`config.mk`:
```
export PLATFORM = sky130hd
export DESIGN_NAME = hazard_scoreboard
export DESIGN_NICKNAME = d
export VERILOG_FILES = /design/src/rtl/hazard_scoreboard.sv
export SDC_FILE = /design/constraint.sdc
export NUM_CORES = 1
export LEC_CHECK = 0
export CORE_ASPECT_RATIO = 2
export CORE_MARGIN = 2
export CORE_UTILIZATION = 36
export DETAILED_ROUTE_END_ITERATION = 8
export GPL_TIMING_DRIVEN = 0
export SLEW_MARGIN = 20
export SYNTH_ARGS = -nofsm -noshare
export SYNTH_HDL_FRONTEND = slang
export SYNTH_SLANG_ARGS = --single-unit
```
`constraint.sdc`:
```
create_clock -name clk -period 4.3 [get_ports clk]
set_input_delay 0.43 -clock clk [delete_from_list [all_inputs] [get_ports clk]]
set_output_delay 0.43 -clock clk [all_outputs]
set_load 0.05 [all_outputs]
```
`src/rtl/hazard_scoreboard.sv`:
```
// Decode-stage hazard unit: per-register scoreboard of outstanding long-latency
// results, RAW/WAW/branch-operand stall generation, stall counter and watchdog.
module hazard_scoreboard #(
    parameter int NREG    = 32,
    parameter int AW      = $clog2(NREG),
    parameter bit WAW_EN  = 1'b1,
    parameter int CW      = 16,
    parameter int TIMEOUT = 1024
) (
    input  logic          clk,
    input  logic          Rst,
    input  logic          id_valid,
    input  logic [AW-1:0] id_rs1,
    input  logic [AW-1:0] id_rs2,
    input  logic          id_use_rs1,
    input  logic          id_use_rs2,
    input  logic [AW-1:0] id_rd,
    input  logic          id_regwrite,
    input  logic          id_long,
    input  logic          id_branch,
    input  logic [AW-1:0] ex_rd,
    input  logic          ex_regwrite,
    input  logic          done_valid,
    input  logic [AW-1:0] done_rd,
    input  logic          flush,
    output logic          hz,
    output logic [CW-1:0] stall_cnt,
    output logic          timeout_err
);

    localparam logic [CW-1:0]   CNT_MAX = '1;
    localparam logic [CW-1:0]   TO_VAL  = CW'(TIMEOUT);
    localparam logic [NREG-1:0] R0_MASK = {{(NREG-1){1'b1}}, 1'b0};

    logic [NREG-1:0] pend;
    logic [NREG-1:0] pend_next;
    logic [NREG-1:0] fwd_mask;
    logic [NREG-1:0] busy;
    logic [NREG-1:0] set_mask;
    logic [NREG-1:0] clr_mask;
    logic [CW-1:0]   run;
    logic [CW-1:0]   run_next;
    logic            raw_hz;
    logic            waw_hz;
    logic            br_hz;
    logic            issue;

    // A result completing this cycle is forwarded, so it never counts as busy.
    always_comb begin
        fwd_mask = '0;
        if (done_valid && done_rd != '0) fwd_mask[done_rd] = 1'b1;
        busy = pend & ~fwd_mask & R0_MASK;
    end

    always_comb begin
        raw_hz = (id_use_rs1 && busy[id_rs1]) || (id_use_rs2 && busy[id_rs2]);
        waw_hz = WAW_EN && id_regwrite && busy[id_rd];
        br_hz  = id_branch && ex_regwrite && (ex_rd != '0) &&
                 ((id_use_rs1 && ex_rd == id_rs1) || (id_use_rs2 && ex_rd == id_rs2));
        hz     = id_valid && !flush && !Rst && (raw_hz || waw_hz || br_hz);
        issue  = id_valid && !hz && !flush;
    end

    // Set is applied after clear so a newer producer wins on the same index.
    always_comb begin
        set_mask = '0;
        clr_mask = '0;
        if (issue && id_regwrite && id_long && id_rd != '0) set_mask[id_rd] = 1'b1;
        if (done_valid) clr_mask[done_rd] = 1'b1;
        pend_next = ((pend & ~clr_mask) | set_mask) & R0_MASK;
    end

    always_comb begin
        run_next = '0;
        if (hz) run_next = (run == CNT_MAX) ? run : run + CW'(1);
    end

    always_ff @(posedge clk) begin
        if (Rst) begin
            pend        <= '0;
            run         <= '0;
            stall_cnt   <= '0;
            timeout_err <= 1'b0;
        end else begin
            pend <= pend_next;
            run  <= run_next;
            if (hz && stall_cnt != CNT_MAX) stall_cnt <= stall_cnt + CW'(1);
            if (run_next == TO_VAL) timeout_err <= 1'b1;
        end
    end

endmodule

```
==> results_dict.tcl <==
set metrics [dict create \
    status "complete, no violations" \
    yosysSeqAreaShare_pct 27.4 \
    area_delta_synth_final_pct 21.6 \
    antenna_found_initial 0 \
    max-cap-violations 0 \
    io_pins 54 \
    clockRootBuffer "clkbuf_16" \
    fin_setup_tns_ns 0 \
    wl_met3_um 601 \
    min_period_over_period_pct 96.6 \
    synth.top_cells.by_count "dfxtp_1 (64), nand3_1 (33), nor2_1 (32)" \
    syn_inst 570 \
    rsz0062_at_grt "false" \
    critPathKind "input port to output pin" \
    clock-sinks 64 \
    h-tree-depth 3 \
    n_antenna_cell 0 \
    clock_path_buffers 2 \
    num_rows 58 \
    worst_ep_required_time_ns 3.87 \
    cp_common_cell "clkbuf_4" \
    arrival_ns 3.73 \
    dieArea_sq_um 14000 \
    critPathBufInv 6 \
    tightest_slew_ns 0.726 \
    start_util_pct 37.0 \
    met1_length_um 5440 \
    fillers 1292 \
    powerDensity_nw_per_um2 265 \
    finalHoldViolations 0 \
    wl_per_cell_um 20.0 \
    port_buffers 47 \
    ant_nets 0 \
    crit_fanout 10 \
    vias 4889 \
    drc 0 \
    yosysUniqueCellTypes 70 \
    avgSynthCellArea_sq_um 8.19 \
    die_y_um 165 \
    dp.cells 767 \
    top_layer_used "met4" \
    slowest_stage "clkdlybuf4s50_1" \
    async_reset_ff_share_pct 0 \
    nets 667 \
    peakVddDrop_uv 265 \
    synth_top_area_share_pct 27.4 \
    ys.flop_type "dfxtp_1" \
    critical_path.endpoint "hz" \
    cts_tree "done" \
    rr_startpoint "run[4]$_SDFF_PP0_" \
    ys_ff_latch 64 \
    path_depth 13 \
    drtIter0Drc 313 \
    critPathCaptureType "output pin" \
    fin_worst_skew_ns 0.00644 \
    r2r_cells 10 \
    slowest_delay_ns 0.51 \
    grt_max_degree 11 \
    max_freq_ghz 0.241 \
    cp_top_family "buffers and inverters" \
    met2_wirelength_um 8730 \
    grt_pass1_vias 5065 \
    synth_largest_area_cell "dfxtp_1" \
    drt_pass1_iterations 7 \
    clk_latency_ns 0.33 \
    synth_enable_flop_cells 0 \
    cts_buffers 9 \
    routabilityCongestion 0.959 \
    dpl.hpwl_um 12200 \
    drive_above_1_share_pct 13.1 \
    grt_use_total_pct 22.9 \
    yosysWarnings 0 \
    wl_um 15700 \
    path_cells "clkdlybuf4s50_1 > buf_4 > nand4b_1 > nor4b_1 > a31oi_1 > o211ai_1 > a21oi_1 > o2111ai_2 > a31o_1 > clkbuf_4 > clkbuf_4 > inv_1 > clkdlybuf4s15_2" \
    leakagePower_uw 0.00184 \
    synth.most_common_cell "dfxtp_1" \
    coreArea_sq_um 12600 \
    grt_pass1_wl_um 25300 \
    die-width_um 84.5 \
    critical_path.startpoint_type "input port" \
    hold_path.class "flop to flop" \
    final_util_pct 45.0 \
    synth_area_sq_um 4670 \
    ys_top_cells_by_area "dfxtp_1 (27%), mux2i_1 (5.1%), nand3_1 (3.5%)" \
    instances_no_fill 784 \
    syn_nets 608 \
    path_clk_slew_ns 0.05 \
    drv_slew 0 \
    r2r_setup_slack_ns 1.19 \
    viasPerCell 6.24 \
    slew_headroom_pct 51.6 \
    period_minus_slack_ns 4.16 \
    timing.rr.end "timeout_err$_SDFFE_PP0N_" \
    setup_viol 0 \
    crit_path_start "done_valid" \
    grt_overflow 0 \
]
-- stage by stage --
stage / cell area, sq um / total power (uW) / worst slack [ns] / hold WS [ns]
floorplan: 4670 / 734 / 1.19 / 0.456
global placement: 5330 / 814 / -0.369 / 0.472
detailed placement: 5330 / 817 / -0.453 / 0.485
CTS: 5630 / 1510 / 0.0803 / 0.499
global route: 5680 / 1560 / 0.00637 / 0.518
finish: 5680 / 1510 / 0.144 / 0.494
-- worst min-delay path by stage --
| stage | from | slack (ns) | cells past startpoint | to |
|---|---|---|---|---|
| after CTS | timeout_err$_SDFFE_PP0N_ | 0.50 | 1 | timeout_err$_SDFFE_PP0N_ |
| after global routing | timeout_err$_SDFFE_PP0N_ | 0.52 | 1 | timeout_err$_SDFFE_PP0N_ |
| after floorplan | pend[7]$_SDFF_PP0_ | 0.46 | 2 | pend[7]$_SDFF_PP0_ |
| after global placement | timeout_err$_SDFFE_PP0N_ | 0.47 | 1 | timeout_err$_SDFFE_PP0N_ |
| final | stall_cnt[1]$_SDFFE_PP0P_ | 0.49 | 2 | stall_cnt[1]$_SDFFE_PP0P_ |
| after detailed placement | timeout_err$_SDFFE_PP0N_ | 0.48 | 1 | timeout_err$_SDFFE_PP0N_ |
-- power by group --
group          total (uW)  switching [uW]  internal, uW  leakage [uW]
Combinational         217             133          83.5       0.00118
Clock                 694             260           434      0.000145
Sequential            596            1.61           595      0.000515
Total                1510             395          1110       0.00184
-- cells in the final DEF (no fill, tap or decap), types with 13 or more instances in the layout --
| cell type | instances |
|---|---|
| o21ai_0 | 25 |
| nand2_1 | 28 |
| xnor2_1 | 15 |
| nand3_1 | 33 |
| inv_1 | 13 |
| mux2i_1 | 24 |
| nand4_1 | 19 |
| a21oi_1 | 24 |
| nor2_1 | 31 |
| clkdlybuf4s50_1 | 46 |
| o211ai_1 | 16 |
| dfxtp_1 | 64 |
| clkbuf_1 | 30 |
-- state kept, by name (all words and copies together) (netlist names) --
name         flops
run             16
timeout_err      1
pend            31
stall_cnt       16
-- cells by family (layout without fill, tap and decap cells) --
kind of cell / count (synthesis) / after routing / synth area share [%]
compound gates: 168 / 168 / 25.2
xor+xnor: 24 / 24 / 4.90
fa+ha+maj: 2 / 2 / 0.536
buf+inv: 64 / 128 / 6.70
flops: 64 / 64 / 27.4
mux: 34 / 34 / 8.52
simple gates: 214 / 214 / 26.7
-- metal layers --
metal  vias up  track usage, %
met4         0            15.6
met1      2333            21.0
met2       177            44.8
met5         -               0
li1       2312               -
met3        67            3.83
-- cell type report --
type | instances | area [sq um] | share of cell area [%]
tap | 150 | 188 | 3.30
sequential | 64 | 1280 | 22.6
clock buffer | 13 | 270 | 4.76
timing repair buffer | 48 | 479 | 8.44
clock inverter | 3 | 15.0 | 0.264
multi-input combinational | 442 | 3120 | 55.0
inverter | 13 | 48.8 | 0.859
buffer | 51 | 275 | 4.85
-- timing repair --
| action | CTS | global route |
|---|---|---|
| resized for setup | 10 | 14 |
| buffers inserted | 1 | 0 |
| cloned | 0 | 0 |
| pin swaps | 1 | 0 |
| hold buffers | 0 | 0 |
| setup endpoints to repair | 1 | 1 |
-- tightest hold or removal path: stages, from the launching register on --
cell and delay (ns):
dfxtp_1 0.33, nand2_1 0.06, mux2i_1 0.05
(Power assumes the default switching activity.)
